==> config.mk <==
export PLATFORM = sky130hd
export DESIGN_NAME = plru_repl_unit
export DESIGN_NICKNAME = d
export VERILOG_FILES = /design/src/rtl/plru_repl_unit.sv
export SDC_FILE = /design/constraint.sdc
export NUM_CORES = 1
export LEC_CHECK = 0
export CORE_MARGIN = 2
export CORE_UTILIZATION = 30
export DETAILED_ROUTE_END_ITERATION = 7
export GPL_TIMING_DRIVEN = 0
export PLACE_DENSITY = 0.49
export SYNTH_ARGS = -nofsm -noshare
export SYNTH_HDL_FRONTEND = slang
export SYNTH_SLANG_ARGS = --single-unit
export TNS_END_PERCENT = 50
==> constraint.sdc <==
create_clock -name clk -period 14.59 [get_ports clk]
set_clock_uncertainty 0.2 [all_clocks]
set_input_delay 2.918 -clock clk [delete_from_list [all_inputs] [get_ports clk]]
set_output_delay 2.918 -clock clk [all_outputs]
set_load 0.1 [all_outputs]
==> src/rtl/plru_repl_unit.sv <==
// Tree pseudo-LRU replacement unit: WAYS-1 tree bits per set, one op per cycle, one-hot response a cycle later.
// Optional PLRU_WAY_LOCK_EN adds a lock_mask input that excludes ways from victim selection.
module plru_repl_unit #(
    parameter int WAYS = 4,
    parameter int SETS = 64,
    localparam int SET_W = $clog2(SETS)
) (
    input  logic             clk,
    input  logic             reset,
    input  logic             req_valid,
    output logic             req_ready,
    input  logic [SET_W-1:0] req_set,
    input  logic [1:0]       req_op,
    input  logic [WAYS-1:0]  req_way,
    input  logic [WAYS-1:0]  req_line_valid,
`ifdef PLRU_WAY_LOCK_EN
    input  logic [WAYS-1:0]  lock_mask,
`endif
    output logic             resp_valid,
    output logic [WAYS-1:0]  resp_way,
    output logic             resp_err,
    output logic             init_busy
);

    localparam int LVL = $clog2(WAYS);

    typedef logic [WAYS-2:0] tree_t;
    typedef enum logic [1:0] {OP_HIT = 2'b00, OP_ALLOC = 2'b01, OP_PROBE = 2'b10, OP_INVAL = 2'b11} op_e;
    typedef enum logic {S_INIT, S_RUN} state_e;

    // Walk root-to-leaf for way; toward=0 points every node away (touch), toward=1 points at it (demote).
    function automatic tree_t set_path(input tree_t bits, input logic [LVL-1:0] way, input logic toward);
        tree_t b;
        int    node;
        logic  dir;
        b    = bits;
        node = 0;
        for (int l = 0; l < LVL; l++) begin
            dir     = way[LVL-1-l];
            b[node] = toward ? dir : ~dir;
            node    = 2 * node + 1 + int'(dir);
        end
        return b;
    endfunction

    function automatic logic [LVL-1:0] tree_victim(input tree_t bits);
        int node;
        node = 0;
        for (int l = 0; l < LVL; l++)
            node = 2 * node + 1 + int'(bits[node]);
        return LVL'(node - (WAYS - 1));
    endfunction

    function automatic logic [LVL-1:0] onehot_idx(input logic [WAYS-1:0] oh);
        logic [LVL-1:0] idx;
        idx = '0;
        for (int i = 0; i < WAYS; i++)
            if (oh[i]) idx = LVL'(i);
        return idx;
    endfunction

    function automatic logic [WAYS-1:0] lowest_set(input logic [WAYS-1:0] x);
        return x & (~x + 1'b1);
    endfunction

    state_e          state_q, state_d;
    logic [SET_W-1:0] sweep_cnt;
    tree_t           tree_q [SETS];

    logic            accept;
    logic [WAYS-1:0] lock_eff;
    tree_t           cur_bits, upd_bits;
    logic            upd_en;
    logic [WAYS-1:0] sel_way;
    logic            sel_err;
    logic [WAYS-1:0] victim, tv_oh, cand_inv;
    logic            way_ok;

`ifdef PLRU_WAY_LOCK_EN
    assign lock_eff = lock_mask;
`else
    assign lock_eff = '0;
`endif

    assign accept = req_valid && req_ready && !reset;

    // NOTE: sequential state uses non-blocking assignments so every flop samples pre-edge values.
    always_ff @(posedge clk) begin
        if (reset) state_q <= S_INIT;
        else       state_q <= state_d;
    end

    always_comb begin
        state_d = state_q;
        if (state_q == S_INIT && sweep_cnt == SET_W'(SETS - 1))
            state_d = S_RUN;
    end

    always_comb begin
        init_busy = (state_q == S_INIT);
        req_ready = (state_q == S_RUN);
    end

    always_ff @(posedge clk) begin
        if (reset)                 sweep_cnt <= '0;
        else if (state_q == S_INIT) sweep_cnt <= sweep_cnt + 1'b1;
    end

    // NOTE: the tree array has no reset; the post-reset sweep clears it one set per cycle instead.
    always_ff @(posedge clk) begin
        if (state_q == S_INIT) tree_q[sweep_cnt] <= '0;
        else if (upd_en)       tree_q[req_set]   <= upd_bits;
    end

    // Victim: lowest unlocked invalid way, else tree victim, else lowest unlocked way.
    always_comb begin
        cur_bits = tree_q[req_set];
        way_ok   = (req_way != '0) && ((req_way & (req_way - 1'b1)) == '0);
        cand_inv = ~req_line_valid & ~lock_eff;
        tv_oh    = '0;
        tv_oh[tree_victim(cur_bits)] = 1'b1;
        if (cand_inv != '0)              victim = lowest_set(cand_inv);
        else if ((tv_oh & lock_eff) == '0) victim = tv_oh;
        else                             victim = lowest_set(~lock_eff);
    end

    // NOTE: every always_comb output gets a default first so no latch is inferred.
    always_comb begin
        upd_bits = cur_bits;
        upd_en   = 1'b0;
        sel_way  = '0;
        sel_err  = 1'b0;
        case (op_e'(req_op))
            OP_HIT, OP_INVAL: begin
                if (way_ok) begin
                    sel_way  = req_way;
                    upd_bits = set_path(cur_bits, onehot_idx(req_way), req_op == OP_INVAL);
                    upd_en   = accept;
                end else begin
                    sel_err = 1'b1;
                end
            end
            default: begin
                if (victim == '0) begin
                    sel_err = 1'b1;
                end else begin
                    sel_way  = victim;
                    upd_bits = set_path(cur_bits, onehot_idx(victim), 1'b0);
                    upd_en   = accept && (req_op == OP_ALLOC);
                end
            end
        endcase
    end

    always_ff @(posedge clk) begin
        if (reset) begin
            resp_valid <= 1'b0;
            resp_way   <= '0;
            resp_err   <= 1'b0;
        end else begin
            resp_valid <= accept;
            if (accept) begin
                resp_way <= sel_way;
                resp_err <= sel_err;
            end
        end
    end

endmodule
## After elaboration in Yosys (flattened, before gate mapping)

Memory sizes are Yosys's and may differ from the RTL's.
Index checks and enable logic that the tools add are counted.

- Add/sub/neg operators: 9
- $lt $le $gt $ge: 7
- Equal/unequal tests: 3
- Muxes and demuxes: 43
- Bitwise gates (word level): 9
- Reductions and logical operators: 16

Operators with widths:

| cell | count |
|---|---|
| 2-to-1 mux 1 bit | 20 |
| 2-to-1 mux 2 bit | 8 |
| 2-to-1 mux 4 bit | 4 |
| less-than comparator 2 x 3 -> 1 bit (second input constant) | 4 |
| 2-to-1 mux 3 bit | 4 |
| AND 4 bit | 2 |
| logical AND 1 bit | 8 |
| zero test 4 bit | 2 |
| inverter 4 bit | 2 |
| nonzero test 4 bit | 2 |
| adder 1 x 1 -> 2 bit (first input constant) | 3 |
| adder 6 x 1 -> 6 bit (second input constant) | 1 |
| bitwise mux 3 bit | 2 |
| demux 1 bit (select 2 bit) | 3 |
| == test 6 bit (second input constant) | 1 |
| greater-or-equal comparator 2 x 1 -> 1 bit (second input constant) | 3 |
| 2-to-1 mux 6 bit | 1 |
| inverter 1 bit | 5 |
| adder 4 x 1 -> 4 bit (second input constant) | 1 |
| subtractor 4 x 1 -> 4 bit (second input constant) | 1 |
| OR reduction 3 bit | 1 |
| adder 2 x 1 -> 2 bit | 1 |
| adder 2 x 1 -> 2 bit (second input constant) | 1 |
| binary-select mux 1 bit (select 2 bit) | 1 |
| 6 further kinds | 6 |

- Bits in registers: 13
- RAM bits: 192
- Bits of input ports: 19
- Output and inout bits: 8
- Word-level logic and storage cells: 93
- Memories: 1

Memories:

| name | depth | width | read ports | clocked after memory_dff | wr ports | RTL line | text |
|---|---|---|---|---|---|---|---|
| tree_q | 64 | 3 | 1 | 0 | 1 | 68 | `tree_t tree_q [SETS];` |

## Longest topological paths before layout

An unclocked memory read counts as a cell.

- Word-level depth: 26
- Depth in mapped cells: 11
- Depth with buffers taken out: 8

## Worst setup path before layout

Ideal clock, no wire load.

- Path type: in2reg
- Start: in req_set[2]
- End: mem tree_q[0][1] (netlist bit) (data pin)
- Setup time: 540 ps
- Arrival time: 6512 ps
- Required time: 13850 ps
- Path slack: 7339 ps
- Cell stages on the path: 9
- Buffers on the path: 3
- Path through: clkbuf_1 clkbuf_1 buf_2 mux4_2 mux2_2 o2111ai_1 o211ai_2 a31oi_1 a21boi_1

- Longest elaborated chain between the ends: 25
- Elaborated cells on any way between the ends: 39
- Classes of those cells: add/sub: 5; order compare: 4; mux: 24; bitwise: 1; reduce/logical: 4; memory: 1

RTL lines:

| item | RTL line | text |
|---|---|---|
| from (decl) | 12 | `input logic [SET_W-1:0] req_set,` |
| memory read (64 x 3 bit) (*) | n/a |  |
| adder 1 x 1 -> 2 bit | 50 | `node = 2 * node + 1 + int'(bits[node]);` |
| binary-select mux 1 bit (select 2 bit) | 50 |  |
| 2-to-1 mux 1 bit (implied by the code) (2 in a row) | 50 |  |
| adder 2 x 1 -> 2 bit | 50 |  |
| subtractor 2 bit | 51 | `return LVL'(node - (WAYS - 1));` |
| less-than comparator 2 x 3 -> 1 bit (implied by the code) / greater-or-equal comparator 2 x 1 -> 1 bit (equally long branches) | 121 | `tv_oh[tree_victim(cur_bits)] = 1'b1;` |
| logical AND 1 bit (implied by the code) | 121 |  |
| [... 8 more ...] | n/a |  |
| less-than comparator 2 x 3 -> 1 bit (implied by the code) / greater-or-equal comparator 2 x 1 -> 1 bit (equally long branches) | 40 | `b[node] = toward ? dir : ~dir;` |
| logical AND 1 bit (implied by the code) | 40 |  |
| 2-to-1 mux 1 bit | 40 |  |
| demux 1 bit (select 2 bit) | 40 |  |
| bitwise mux 3 bit | 40 |  |
| 2-to-1 mux 3 bit | 144 | `if (victim == '0) begin` |
| 2-to-1 mux 3 bit | 133 | `case (op_e'(req_op))` |
| 2-to-1 mux 3 bit (no source line) (*) | n/a |  |
| to (decl) | 68 |  |

Every way passes the cells marked *; elsewhere a longest branch is shown, timed or not. The select of a mux whose other input is x is not followed.

## Worst setup path in the final report

- Start: in req_set[1]
- End: mem tree_q[63][1] (netlist bit) (data pin)

Same word-level chain as after synthesis.

==> summary.txt <==
Final period util -> 48.5%
setup TNS -> 0 ps
CP Cell Sequence -> clkdlybuf4s50_1 -> buf_2 -> clkbuf_1 -> mux4_1 -> mux4_2 -> mux2i_1 -> o211ai_2 -> a31oi_1 -> a21boi_4 -> buf_16
area leader, netlist -> edfxtp_1
Multi-input gate area -> 0.00258 mm^2
crit path DAT -> 7220 ps
Num CTS Buffers -> 23
final-report setup violation count -> 0
Worst EP required -> 14740 ps
row cnt -> 62
Sequential Area -> 0.00603 mm^2
Post-CTS Setup Inserts -> 0
cells after synthesis -> 550
area grow syn2layout -> 16.6%
Rel. slew slack -> 34.6%
critical path launch point type -> input pin
dpl hpwl -> 15200 um
commonest non-fill, non-tap cell in the layout -> edfxtp_1
DRT Pass-1 Iters -> 5
RSZ-0062 raised after global routing -> false
Tightest Pin Transition -> 978 ps
drt drc -> 0
max-slew violations -> 0
min Tclk post-route -> 7070 ps
fin worst setup slack -> 7520 ps
Max Buffers Root-to-Sink -> 3
CTS resizes -> 0
# H-tree levels -> 1
Seq cells post-synth -> 205
# nets final -> 622
Buffers & Inverters on Critical Path -> 4
synthesized area -> 0.00880 mm^2
mean post-synth cell area -> 16.0 um^2
via total after detailed routing -> 5013
clock sinks -> 205
maximum number of pins on one net before global-route repair -> 49
worst setup path class -> input pin to flip-flop
fraction of layout cells with a size suffix above 1 -> 15.5%
routed wire length -> 22400 um
antenna violations before repair -> 0
CTS root buf -> clkbuf_16
CTS clk-pin slew, worst paths -> 60 ps
share of the synthesized area in the top cell type -> 65.5%
io pins -> 27
CTS tree -> yes
Pwr Density -> 121 mW/mm^2
Pleak -> 3.55 nW
status -> complete, no violations
Netlist cell types -> 48
Post-Synthesis Net Count -> 572
max-cap violations -> 0
Seq/Total Area, Yosys -> 68.5%
Worst Hold Depth -> 2
Initial Util -> 30.6%
Worst Hold Class -> flip-flop to flip-flop
peak supply drop -> 0.106 mV
main flop type after synthesis -> edfxtp_1
first-pass GRT wire length -> 33500 um
Area contributors post-synth -> edfxtp_1, mux4_2, nor2_1, mux4_1, dfxtp_1
Clock Latency Late Sink -> 520 ps
warnings from Yosys -> 0
detailed-route wire length per cell -> 22.5 um
grt total ovfl -> 0
critical path's top delay family -> buffers and inverters
Post-synth EDFFs -> 192
vias in the first global route -> 5221
commonest cells after routing, fill and taps aside -> edfxtp_1, nor2_1, nand2_1, mux4_2, clkbuf_16
fill cell count -> 2711
DR iter-0 viols -> 452
die area -> 0.0307 mm^2
Max stage delay on crit path -> 780 ps
Hold Buf Count CTS -> 0
Die X -> 175 um
pre-CTS setup slack -> 7020 ps
quantity of I/O buffers inserted on ports -> 22
Hold Violations, Final -> 0
Stages on worst setup path -> 10
core footprint -> 0.0288 mm^2
Fmax -> 141 MHz
ys async rst share -> 0%
Reg2Reg Depth -> 10
critical path peak fanout -> 33
Setup crit end kind -> flip-flop
GRT Total Usage -> 14.7%
CP max stage cell -> clkbuf_1
Die H -> 175 um
final antenna-violating net count -> 0
Final Wtd Congestion -> 0.851
vias per cell -> 5.03
antenna cells -> 0
-- path summary, 6_finish.rpt --
kind	startpoint	to	slack, ps
max reg2reg	req_ready	tree_q[63][1]	10920
min reg2reg	resp_way[1]	resp_way[1]	280
max	req_set[1]	tree_q[63][1]	7520
min	resp_way[1]	resp_way[1]	280
-- metrics by stage --
step	hold WS, ps	utilization, %	instance area, um^2	power, W	std cells
final	278	35.6	10300	0.00124	997
after global routing	305	35.6	10300	0.00128	997
after CTS	286	35.6	10300	0.00125	997
after detailed placement	278	33.3	9580	0.000720	959
after global placement	263	33.0	9500	0.000718	956
after floorplan	305	-	8800	0.000692	550
-- flip-flops by register name, indices dropped and copies added (netlist names) --
name	count
req_ready	1
resp_valid	1
resp_way	4
tree_q	192
resp_err	1
sweep_cnt	6
-- kinds of logic after synthesis --
logic type / share of synthesized area (%)
AOI/OAI and AO/OA: 4.65
xor gates and xnor gates: 0.597
adders and majority gates: 0.427
buffers and inverters: 2.30
DFF: 68.5
muxes: 15.0
and+or+nand+nor: 8.51
-- cell usage after synthesis, types with 6 or more instances --
cell,count
inv_1,9
edfxtp_1,192
clkbuf_1,12
mux2_2,6
a21oi_1,9
a31oi_1,7
o21ai_0,15
mux4_2,37
nor2b_1,8
dfxtp_1,13
nand3_1,18
nor2_1,80
nand2b_1,10
buf_2,10
nand2_1,41
mux2i_1,13
mux4_1,11
-- power by group --
group	switching, W	internal (W)	total, W
sequential	0.00000209	0.000637	0.000639
combinational	0.0000428	0.0000256	0.0000684
clock	0.000226	0.000308	0.000535
total	0.000271	0.000971	0.00124
-- layout make-up --
cell class | instances | area share, %
buffer | 26 | 1.57
inverter | 11 | 0.403
multi-input combinational | 308 | 25.2
clock buffer | 32 | 6.34
tap | 384 | 4.68
sequential | 205 | 58.7
timing repair buffer | 25 | 2.81
clock inverter | 6 | 0.293
-- worst min-delay path, delay by kind of cell (launching register included) --
| family | cells | cell delay, ps |
|---|---|---|
| compound gates | 1 | 60 |
| flops | 1 | 310 |
| simple gates | 1 | 60 |
-- metal layers --
layer / up-vias / global-route usage [%] / wire, um
li1: 2249 / - / -
met1: 2579 / 20.2 / 10000
met2: 154 / 24.2 / 10600
met3: 31 / 2.65 / 1220
met4: 0 / 3.44 / 505
met5: - / 0 / 0
No activity file was read; power rests on OpenSTA's default activity.
